==> config.mk <==
export PLATFORM = sky130hd
export DESIGN_NAME = ps2_kbd_tx
export DESIGN_NICKNAME = d
export VERILOG_FILES = /design/src/rtl/ps2_kbd_tx.sv
export SDC_FILE = /design/constraint.sdc
export NUM_CORES = 1
export LEC_CHECK = 0
export CAP_MARGIN = 15
export CORE_MARGIN = 2
export CORE_UTILIZATION = 60
export DETAILED_ROUTE_END_ITERATION = 8
export PLACE_DENSITY = 0.86
export SLEW_MARGIN = 20
export SYNTH_ARGS = -nofsm -noshare
export SYNTH_HDL_FRONTEND = slang
export SYNTH_SLANG_ARGS = --single-unit
==> constraint.sdc <==
create_clock -name clk -period 5.7 [get_ports clk]
set_clock_uncertainty 0.2 [all_clocks]
set_input_delay 1.14 -clock clk [delete_from_list [all_inputs] [get_ports clk]]
set_output_delay 1.14 -clock clk [all_outputs]
set_load 0.02 [all_outputs]
==> src/rtl/ps2_kbd_tx.sv <==
// Device-side PS/2 keyboard transmitter: an 8-deep scan-code FIFO feeding a
// frame serialiser that drives registered ps2_clk/ps2_data lines.
//
// Write port handshake: a byte is taken on every rising clk edge where wr_en=1
// and full=0; wr_en=1 while full=0 is never stalled, and wr_en=1 while full=1
// drops the byte and sets the sticky overflow flag.
module ps2_kbd_tx #(
  parameter int CLK_DIV    = 4,
  parameter int GAP_CYCLES = 16
) (
  input  logic       clk,
  input  logic       clrn,
  input  logic       wr_en,
  input  logic [7:0] wr_data,
  output logic       full,
  output logic       empty,
  output logic       busy,
  output logic       overflow,
  output logic       ps2_clk,
  output logic       ps2_data
);

  typedef enum logic [1:0] {
    IDLE = 2'd0,
    HIGH = 2'd1,
    LOW  = 2'd2,
    GAP  = 2'd3
  } state_t;

  localparam logic [15:0] HALF_LAST = 16'(CLK_DIV - 1);
  localparam logic [15:0] GAP_LAST  = 16'(GAP_CYCLES - 1);
  localparam logic [3:0]  STOP_IDX  = 4'd10;

  // FIFO storage and bookkeeping
  logic [7:0] mem [8];
  logic [2:0] wr_ptr;
  logic [2:0] rd_ptr;
  logic [3:0] count;
  logic       push;
  logic       pop;
  logic [7:0] head;

  // Serialiser state; state_q is the observable FSM state
  state_t      state_q;
  state_t      state_d;
  logic [15:0] cnt_q;
  logic [15:0] cnt_d;
  logic [3:0]  bit_q;
  logic [3:0]  bit_d;
  logic [9:0]  shift_q;
  logic [9:0]  shift_d;
  logic        clk_q;
  logic        clk_d;
  logic        data_q;
  logic        data_d;

  assign full  = (count == 4'd8);
  assign empty = (count == 4'd0);
  assign push  = wr_en & ~full;
  assign head  = mem[rd_ptr];

  always_ff @(posedge clk) begin
    if (push) begin
      mem[wr_ptr] <= wr_data;
    end
  end

  always_ff @(posedge clk or negedge clrn) begin
    if (!clrn) begin
      wr_ptr   <= 3'd0;
      rd_ptr   <= 3'd0;
      count    <= 4'd0;
      overflow <= 1'b0;
    end else begin
      if (push) begin
        wr_ptr <= wr_ptr + 3'd1;
      end
      if (pop) begin
        rd_ptr <= rd_ptr + 3'd1;
      end
      if (push && !pop) begin
        count <= count + 4'd1;
      end else if (!push && pop) begin
        count <= count - 4'd1;
      end
      // Full is judged before any same-cycle pop, so a pop cannot rescue a write
      if (wr_en && full) begin
        overflow <= 1'b1;
      end
    end
  end

  // Shift register holds frame bits 1..10 (data LSB first, odd parity, stop);
  // the start bit is driven directly at load time.
  always_comb begin
    state_d = state_q;
    cnt_d   = cnt_q;
    bit_d   = bit_q;
    shift_d = shift_q;
    clk_d   = clk_q;
    data_d  = data_q;
    pop     = 1'b0;
    case (state_q)
      IDLE: begin
        if (!empty) begin
          pop     = 1'b1;
          shift_d = {1'b1, ~^head, head};
          data_d  = 1'b0;
          clk_d   = 1'b1;
          cnt_d   = 16'd0;
          bit_d   = 4'd0;
          state_d = HIGH;
        end
      end
      HIGH: begin
        if (cnt_q == HALF_LAST) begin
          clk_d   = 1'b0;
          cnt_d   = 16'd0;
          state_d = LOW;
        end else begin
          cnt_d = cnt_q + 16'd1;
        end
      end
      LOW: begin
        if (cnt_q == HALF_LAST) begin
          clk_d = 1'b1;
          cnt_d = 16'd0;
          if (bit_q == STOP_IDX) begin
            data_d  = 1'b1;
            state_d = GAP;
          end else begin
            bit_d   = bit_q + 4'd1;
            data_d  = shift_q[0];
            shift_d = {1'b1, shift_q[9:1]};
            state_d = HIGH;
          end
        end else begin
          cnt_d = cnt_q + 16'd1;
        end
      end
      GAP: begin
        if (cnt_q == GAP_LAST) begin
          cnt_d   = 16'd0;
          state_d = IDLE;
        end else begin
          cnt_d = cnt_q + 16'd1;
        end
      end
      default: begin
        state_d = IDLE;
      end
    endcase
  end

  always_ff @(posedge clk or negedge clrn) begin
    if (!clrn) begin
      state_q <= IDLE;
      cnt_q   <= 16'd0;
      bit_q   <= 4'd0;
      shift_q <= 10'h3ff;
      clk_q   <= 1'b1;
      data_q  <= 1'b1;
    end else begin
      state_q <= state_d;
      cnt_q   <= cnt_d;
      bit_q   <= bit_d;
      shift_q <= shift_d;
      clk_q   <= clk_d;
      data_q  <= data_d;
    end
  end

  assign busy     = (state_q != IDLE);
  assign ps2_clk  = clk_q;
  assign ps2_data = data_q;

endmodule

==> impl_results.md, run 1 <==
- Most numerous cell in the Yosys netlist: edfxtp_1
- Tightest Pin Transition: just under 1 ns
- Remaining DRCs: 0
- NetSw: between 1 and 1.5 mW
- Max Cap Viol: 0
- Worst relative slew slack: between 30 and 40%
- Placed inst area: 5130 sq um
- Syn-to-layout area delta: 9.23%
- Largest net degree at the start of global routing: 45
- Post-Synthesis Cells: about 350
- CTS Buffer Depth: 2
- Fraction of registers with async set/reset: 40.7%
- Count of input and output buffers: 16
- Via density: roughly 6
- Die height: roughly 95 um
- Fmax: ~290 MHz
- Final Cell Area: between 5000 and 6000 sq um
- Row cnt: 33
- Layout cells sized above 1: between 10% and 20%
- Fin Setup TNS: 0 ns
- PwrDens: around 530 nW/um^2
- Slowest-stage cell, CP: clkdlybuf4s50_1
- Worst EP arrival: around 2.2 ns
- Die area: about 8900 sq um
- Vias in the first global route: about 2800
- Register area: around 3000 sq um
- P_int: 1.85 mW
- Congestion Overflow GR: 0
- List of most frequent post-synthesis cells: edfxtp_1 (64), o21ai_0 (35), dfrtp_1 (33)
- CTS resizes: 0
- CTS root buf: clkbuf_8
- Area share of the largest cell type after synthesis: between 30% and 40%
- Reg clk slew, reported paths: between 0.1 and 0.15 ns
- Post-CTS setup buffers: 0
- Fin. Hold Viols: 0
- Fin Hold WS: 0.275 ns
- Standard cell core area: roughly 8100 sq um
- Comb pwr share: 38.7%
- DIE WIDTH: between 90 and 100 um
- Flops & latches, synth: between 100 and 150
- Routing usage on met2: 38.0%
- Peak supply drop: around 0.26 mV
- GRT busiest layer: met2
- Ant diodes: 0
- Tightest Hold Check Type: flip-flop to flip-flop
- Initial cell density of the core: 60.8%
- Largest area contributor in the netlist: edfxtp_1
- Syn Nets: between 300 and 400
- Status: finished, final reports clean
- Critical Path Fanout Max: 5
- Crit Path Category: flip-flop to output port
- Filler cells: between 500 and 600
- Dpl hpwl: approximately 6200 um
- Sequential area share after synthesis: ~62%
- Multi-input combinational cell area: 1790 sq um
- First-pass iteration count of the detailed router: 6
- Met3 Resource Use GR: between 3 and 4%
- Post-Syn Area: slightly below 5000 sq um
- Number of distinct library cells after synthesis: 44
- Switching share of power: between 30% and 40%
- Min Tclk post-route: around 3.5 ns
- Vias: between 2000 and 3000
- Worst path top cell family by delay: buffers and inverters
- Slew Viols, Final: 0
- Routed WL: about 9200 um
- Bufs and invs on worst path: 1
- Crit path cell chain: nor4_1, clkdlybuf4s50_1
- Wire length per cell: 19.5 um
- GR Util met1: a little under a third
- Worst-skew pair later-pin latency: roughly 0.38 ns
- Primary FF master, synth: edfxtp_1
- RSZ-0062 raised after global routing: false
- Synth Area per Inst: around 14 sq um
- Final net count: 388
- IO Pins: 17
- Post-synth EDFFs: between 60 and 70
- CTS Sinks: 108
- Iteration-0 DRC count of the detailed router: 161
- GP Congestion: roughly 0.8
- DRT antenna net count: 0
- Clock group share of total power: between 10% and 20%
- Total track usage: a little under a quarter
- Crit share post-route: about three fifths
- Final setup fails: 0
- Total CTS buffers: 9
- First-pass GRT wire length: 14900 um
- P_leak: around 2.0 nW
- Antenna violations before repair: 0
- CTS tree: done
- Synth warn: 0
- Area contributors post-synth: edfxtp_1 (39%), dfrtp_1 (17%), mux4_2 (7.3%)
- CP Capture Type: output port
- Depth of the CTS H-tree: 3
- Worst EP required: about 4.4 ns
- Seq pwr share: approximately 43%
- # hold bufs at CTS: 0
- Worst setup SP type: flip-flop
- Worst stage delay on the critical path: approximately 0.73 ns
-- cells by family (layout without fill, tap and decap cells) --
kind of cell	count (synthesis)	after routing	synth area share, %
DFF	108	108	61.7
and+or+nand+nor	92	92	9.99
AOI/OAI and AO/OA	57	57	6.74
muxes	36	36	12.1
buffers and inverters	24	40	2.14
xor gates and xnor gates	19	19	3.38
adders and majority gates	15	15	3.97
-- worst paths after layout --
check / startpoint / endpoint / slack, ns / cells past startpoint
setup / recovery: count[0]$_DFFE_PN0P_ / empty / 2.21 / 2
hold / removal: overflow$_DFFE_PN0P_ / overflow$_DFFE_PN0P_ / 0.27 / 1
setup reg to reg: cnt_q[0]$_DFFE_PN0P_ / shift_q[2]$_DFFE_PN1P_ / 2.48 / 6
hold reg to reg: overflow$_DFFE_PN0P_ / overflow$_DFFE_PN0P_ / 0.27 / 1
max in group asynchronous: clrn / rd_ptr[0]$_DFFE_PN0P_ / 3.95 / 1
min in group asynchronous: clrn / cnt_q[7]$_DFFE_PN0P_ / 0.70 / 1
-- cells in the final DEF, fill, tap and decap left out, types with 2 or more instances in the layout --
cell / instances
nor2b_1: 6
and2_1: 3
clkbuf_8: 9
nand2_1: 28
clkdlybuf4s50_1: 15
a21oi_1: 5
a31oi_1: 2
ha_1: 14
mux2_4: 5
xor2_1: 5
o21ai_0: 35
mux2_2: 7
dfstp_2: 11
dfrtp_1: 32
or4_1: 2
mux2i_1: 8
xnor2_1: 14
edfxtp_1: 64
o41ai_1: 3
bufinv_16: 2
mux4_2: 16
inv_1: 8
nor2_1: 16
nand2b_1: 8
a21o_1: 3
clkinv_4: 2
or4_4: 2
nor3_2: 2
nor3_1: 2
nand3_1: 8
and3_1: 5
o31ai_1: 8
inv_8: 2
-- flip-flops by register name, summed over array words and instances, names as in the netlist --
| signal | flops |
|---|---|
| bit_q | 4 |
| count | 4 |
| ps2_data | 1 |
| cnt_q | 16 |
| ps2_clk | 1 |
| mem | 64 |
| state_q | 2 |
| rd_ptr | 3 |
| overflow | 1 |
| shift_q | 9 |
| wr_ptr | 3 |
-- per-layer routing --
| metal | up-vias | wire (um) | part of all wire (%) |
|---|---|---|---|
| met5 | - | 0 | 0 |
| met4 | 0 | 176 | 1.9 |
| met3 | 14 | 363 | 4.0 |
| met2 | 67 | 4660 | 51 |
| met1 | 1426 | 3980 | 43 |
| li1 | 1323 | - | - |
-- area by class of cell --
class	instances	share of cell area (%)
clock buffers	9	2.30
clock inverters	7	2.00
inverters	8	0.559
multi-input cells	219	33.3
flip-flops and latches	108	56.5
well taps	105	2.44
repair buffers	16	2.89
-- power groups by stage --
stage | clock network [mW] | registers (mW) | logic (mW)
6_report | 0.530 | 1.22 | 1.10
5_1_grt | 0.567 | 1.25 | 1.22
4_1_cts | 0.535 | 1.22 | 1.11
3_5_place_dp | 0 | 1.23 | 1.10
3_3_place_gp | 0 | 1.22 | 1.05
2_1_floorplan | 0 | 1.13 | 0.962
-- through the flow --
stage	total power [mW]	utilization, %	std cells	setup WS (ns)
after floorplan	2.10	-	351	2.55
after global placement	2.26	63.4	456	2.05
after detailed placement	2.33	63.4	456	1.82
after CTS	2.87	66.3	472	2.16
after global routing	3.03	66.4	472	2.12
final	2.85	66.4	472	2.21
No activity file was read; power rests on OpenSTA's default activity.
==> run 2, diff against run 1 <==
- CORE_UTILIZATION: 60 -> 55
- PLACE_DENSITY: 0.86 -> 0.84
- clock period: 5.7 -> 3 ns (I/O delays scaled with it)
==> impl_results.md, run 2 (synthesis results as in run 1) <==
- Status: finished, final reports clean
- Row cnt: 34 (+3.0%)
- Leading cell type in the layout, fill and taps excluded: edfxtp_1
- Remaining DRCs: 0 (unchanged)
- Antenna violations before repair: 0 (unchanged)
- Depth of the CTS H-tree: 3 (unchanged)
- First-pass iteration count of the detailed router: 4 (-2)
- Final setup fails: 0 (unchanged)
- IO Pins: 17 (unchanged)
- Worst EP required: 3.12 ns (-1.24 ns)
- Post-CTS setup buffers: 0 (unchanged)
- Worst-skew pair later-pin latency: 0.38 ns (about the same)
- Placed inst area: 5290 sq um (+3.0%)
- GP Congestion: 0.784 (-4.0%)
- Initial cell density of the core: 56.7% (-4.1 points)
- Syn-to-layout area delta: 12.4%
- CTS Sinks: 108 (unchanged)
- Min Tclk post-route: ~2.8 ns
- Via density: 5.84 (-2.6%)
- CTS resizes: 0 (unchanged)
- RSZ-0062 raised after global routing: false
- Reg clk slew, reported paths: 0.11 ns (about the same)
- DRT antenna net count: 0 (unchanged)
- Slowest-stage cell, CP: or4_1
- Largest Register: mem
- Crit path launch: cnt_q[9]$_DFFE_PN0P_
- Standard cell core area: 8680 sq um (+7.2%)
- PwrDens: 987 nW/um^2 (+86%)
- Count of input and output buffers: 16 (unchanged)
- Fmax: 352 MHz
- Slew Viols, Final: 0 (unchanged)
- Total track usage: 19.4% (-3.4 points)
- Fin. Hold Viols: 0 (unchanged)
- Final Cell Area: 5530 sq um (+2.9%)
- CTS root buf: clkbuf_8
- Die area: 9720 sq um (+8.7%)
- Crit share post-route: a little over nine tenths
- Fin Hold WS: 0.269 ns (-0.00614 ns)
- Peak supply drop: 0.507 mV (+96%)
- Fin Setup TNS: 0 ns (unchanged)
- Worst reg2reg path startpoint: cnt_q[9]$_DFFE_PN0P_
- Bufs and invs on worst path: 1 (unchanged)
- Max Cap Viol: 0 (unchanged)
- Largest net degree at the start of global routing: 45 (unchanged)
- Crit Path Category: flip-flop to flip-flop
- Die height: 98.6 um (+4.3%)
- Tightest Pin Transition: 0.723 ns (-0.239 ns)
- DIE WIDTH: 98.6 um (+4.3%)
- Max reg flops: 64 (unchanged)
- CTS Buffer Depth: 2 (unchanged)
- Inst Count DP: 476 (+4.4%)
- Commonest cells after routing, fill and taps aside: edfxtp_1 (64), o21ai_0 (35), dfrtp_1 (33)
- Final non-filler cell total: 494 (+4.7%)
- Critical Path Fanout Max: 14 (+9)
- Final net count: 407 (+4.9%)
- Worst EP arrival: 2.96 ns (+0.81 ns)
- First-pass GRT wire length: 14600 um (-2.2%)
- P_leak: 2.07 nW (+5.0%)
- Congestion Overflow GR: 0 (unchanged)
- Ant diodes: 0 (unchanged)
- Hold_sp: overflow$_DFFE_PN0P_
- Total CTS buffers: 9 (unchanged)
- Vias: 2886 (+2.0%)
- Routed WL: 8880 um (-3.3%)
- Worst path top cell family by delay: simple AND/OR/NAND/NOR gates
- Largest registers: mem: 64 flops, cnt_q: 16 flops, shift_q: 9 flops
- Layout cells sized above 1: 21.2% (+3.5 points)
- Crit path cell chain: or4_1, or4_4, mux2_4, nor3_4, buf_12, mux2_2
- # hold bufs at CTS: 0 (unchanged)
- Dpl hpwl: 6030 um (-3.4%)
- Vias in the first global route: 2986 (+5.4%)
- Tightest Hold Check Type: flip-flop to flip-flop
- Worst setup SP type: flip-flop
- Wire length per cell: 18.0 um (-7.6%)
- CTS tree: done
- Iteration-0 DRC count of the detailed router: 131 (-19%)
- Worst relative slew slack: 51.8% (+16 points)
- CP Capture Type: flip-flop
- Worst stage delay on the critical path: 0.59 ns (-0.14 ns)
## run 2: area by class of cell
cell class,instances,area [sq um]
timing repair buffer,35,325
multi-input combinational,219,1790
sequential,108,3040
fill,661,3150
clock inverter,7,86.3
tap,108,135
clock buffer,9,124
inverter,8,30.0
## run 2: layer usage
layer / up-vias / GRT usage [%] / part of all wire (%)
met2: 59 / 33.4 / 53
met4: 0 / 6.32 / 1.0
met1: 1454 / 24.9 / 41
met5: - / 0 / 0
met3: 11 / 3.97 / 4.8
li1: 1362 / - / -
## run 2: path summary, 6_finish.rpt
| kind | depth (start not counted) | slack (ns) | end |
|---|---|---|---|
| worst max-delay path | 6 | 0.16 | shift_q[3]$_DFFE_PN1P_ |
| worst min-delay path | 1 | 0.27 | overflow$_DFFE_PN0P_ |
| worst max register to register | 6 | 0.16 | shift_q[3]$_DFFE_PN1P_ |
| worst min register to register | 1 | 0.27 | overflow$_DFFE_PN0P_ |
| max in group asynchronous | 3 | 1.62 | ps2_data$_DFFE_PN1P_ |
| min in group asynchronous | 2 | 0.42 | cnt_q[11]$_DFFE_PN0P_ |
## run 2: report_power, final
group | switching, mW | leakage [nW] | internal [mW]
logic | 1.15 | 0.839 | 1.17
clock network | 0.555 | 0.105 | 0.340
registers | 0.276 | 1.12 | 1.96
total | 1.98 | 2.07 | 3.48
## run 2: per-stage QoR
step | power (mW) | util [%] | setup slack [ns]
after floorplan | 3.99 | - | 0.137
after global placement | 4.46 | 60.9 | 0.236
after detailed placement | 4.60 | 60.9 | 0.141
after CTS | 5.50 | 63.4 | 0.145
after global routing | 5.82 | 63.7 | 0.0740
final | 5.45 | 63.7 | 0.155
==> run 3, diff against run 2 <==
- RECOVER_POWER: default -> 50
- SLEW_MARGIN: 20 -> 15
==> impl_results.md, run 3 (synthesis results as in run 1) <==
- Initial cell density of the core: 56.7% (unchanged)
- Fin Setup TNS: 0 ns (unchanged)
- RSZ-0062 raised after global routing: false
- PwrDens: 991 nW/um^2 (+0.41%)
- GP Congestion: 0.784 (unchanged)
- Tightest Hold Check Type: flip-flop to flip-flop
- Fin Hold WS: 0.269 ns (+0.000116 ns)
- Standard cell core area: 8680 sq um (unchanged)
- Dpl hpwl: 6030 um (unchanged)
- DIE WIDTH: 98.6 um (unchanged)
- Die height: 98.6 um (unchanged)
- Failing checks: capacitance limit, slew limit
- Max reg flops: 64 (unchanged)
- Final net count: 405 (-0.49%)
- Total track usage: 19.4% (unchanged)
- Crit share post-route: 94.9% (about the same)
- Layout cells sized above 1: 20.6% (-0.67 points)
- Remaining DRCs: 0 (unchanged)
- Vias in the first global route: 2986 (unchanged)
- P_leak: 2.05 nW (-0.86%)
- Die area: 9720 sq um (unchanged)
- Congestion Overflow GR: 0 (unchanged)
- Routed WL: 8830 um (-0.59%)
- Fmax: 351 MHz (about the same)
- Leading cell type in the layout, fill and taps excluded: edfxtp_1
- CTS tree: done
- Peak supply drop: 0.505 mV (-0.38%)
- Antenna violations before repair: 0 (unchanged)
- Status: finished with violations
- Vias: 2880 (-0.21%)
- Inst Count DP: 476 (unchanged)
- CTS Buffer Depth: 2 (unchanged)
- Depth of the CTS H-tree: 3 (unchanged)
- Min Tclk post-route: 2.85 ns (+0.00119 ns)
- Worst-skew pair later-pin latency: 0.38 ns (about the same)
- Total power: 5.44 mW (-0.23%)
- Final non-filler cell total: 492 (-0.40%)
- Final setup fails: 0 (unchanged)
- Slew Viols, Final: 45 (+45)
- IO Pins: 17 (unchanged)
- Post-CTS setup buffers: 0 (unchanged)
- Commonest cells after routing, fill and taps aside: edfxtp_1 (64), o21ai_0 (35), dfrtp_1 (33)
- CTS Sinks: 108 (unchanged)
- # hold bufs at CTS: 0 (unchanged)
- Largest net degree at the start of global routing: 45 (unchanged)
- Worst relative slew slack: -54.0% (-110 points)
- DRT antenna net count: 0 (unchanged)
- Worst setup SP type: flip-flop
- First-pass GRT wire length: 14600 um (unchanged)
- CTS resizes: 0 (unchanged)
- Critical Path Fanout Max: 14 (unchanged)
- Row cnt: 34 (unchanged)
- Largest registers: mem: 64 flops, cnt_q: 16 flops, shift_q: 9 flops
- Count of input and output buffers: 16 (unchanged)
- Reg clk slew, reported paths: 0.11 ns (about the same)
- Fin. Hold Viols: 0 (unchanged)
- Worst EP arrival: 2.96 ns (about the same)
- Tightest Pin Transition: 2.31 ns (+1.59 ns)
- Via density: 5.85 (+0.20%)
- Iteration-0 DRC count of the detailed router: 117 (-11%)
- Worst EP required: 3.11 ns (about the same)
- Largest Register: mem
- Total CTS buffers: 9 (unchanged)
- Ant diodes: 0 (unchanged)
- CTS root buf: clkbuf_8
- Max Cap Viol: 1 (+1)
- Wire length per cell: 17.9 um (-0.18%)
- Syn-to-layout area delta: 11.6%
- First-pass iteration count of the detailed router: 4 (unchanged)
- Crit Path Category: flip-flop to flip-flop
- CP Capture Type: flip-flop
[run 3: cell types whose count changed in the layout (fill, tap and decap cells not counted)]
cell,change
buf_4,-1
dlygate4sd3_1,+7
clkbuf_1,+2
clkdlybuf4s50_1,-8
buf_2,-1
buf_12,-1
[run 3: critical path: stages, from the launching register on]
cell and delay, ns:
dfrtp_1 0.44, or4_1 0.60, or4_4 0.56, mux2_4 0.31, nor3_4 0.16, buf_12 0.17, mux2_2 0.33
[run 3: path summary, 6_finish.rpt]
path | startpoint | end | slack (ns) | depth (start not counted)
min | overflow$_DFFE_PN0P_ | overflow$_DFFE_PN0P_ | 0.27 | 1
max | cnt_q[9]$_DFFE_PN0P_ | shift_q[0]$_DFFE_PN1P_ | 0.15 | 6
max reg2reg | cnt_q[9]$_DFFE_PN0P_ | shift_q[0]$_DFFE_PN1P_ | 0.15 | 6
min in group asynchronous | clrn | cnt_q[11]$_DFFE_PN0P_ | 0.69 | 1
min reg2reg | overflow$_DFFE_PN0P_ | overflow$_DFFE_PN0P_ | 0.27 | 1
max in group asynchronous | clrn | rd_ptr[2]$_DFFE_PN0P_ | 0.58 | 1
[run 3: power breakdown]
group	internal, mW	switching (mW)	total, mW
registers	1.96	0.276	2.24
clock network	0.340	0.555	0.895
logic	1.17	1.14	2.31
total	3.47	1.97	5.44
[run 3: through the flow]
stage                     utilization [%]  setup WS (ns)  instance area, sq um
after floorplan                         -          0.137                  4930
after detailed placement             60.9          0.141                  5290
after global placement               60.9          0.236                  5290
final                                63.3          0.154                  5490
after global routing                 63.3         0.0642                  5490
after CTS                            63.4          0.145                  5500
[run 3: final cells by class]
class,instances,area (sq um)
clock inverters,7,86.3
inverters,8,30.0
repair buffers,33,290
multi-input cells,219,1790
flip-flops and latches,108,3040
fillers,667,3180
well taps,108,135
clock buffers,9,124
[run 3: routing by layer]
metal / up-vias / wire length [um] / GRT usage [%] / share of wire (%)
met5: - / 0 / 0 / 0
met4: 0 / 108 / 6.32 / 1.2
met3: 13 / 379 / 3.97 / 4.3
met2: 59 / 4690 / 33.4 / 53
met1: 1447 / 3650 / 24.9 / 41
li1: 1361 / - / - / -
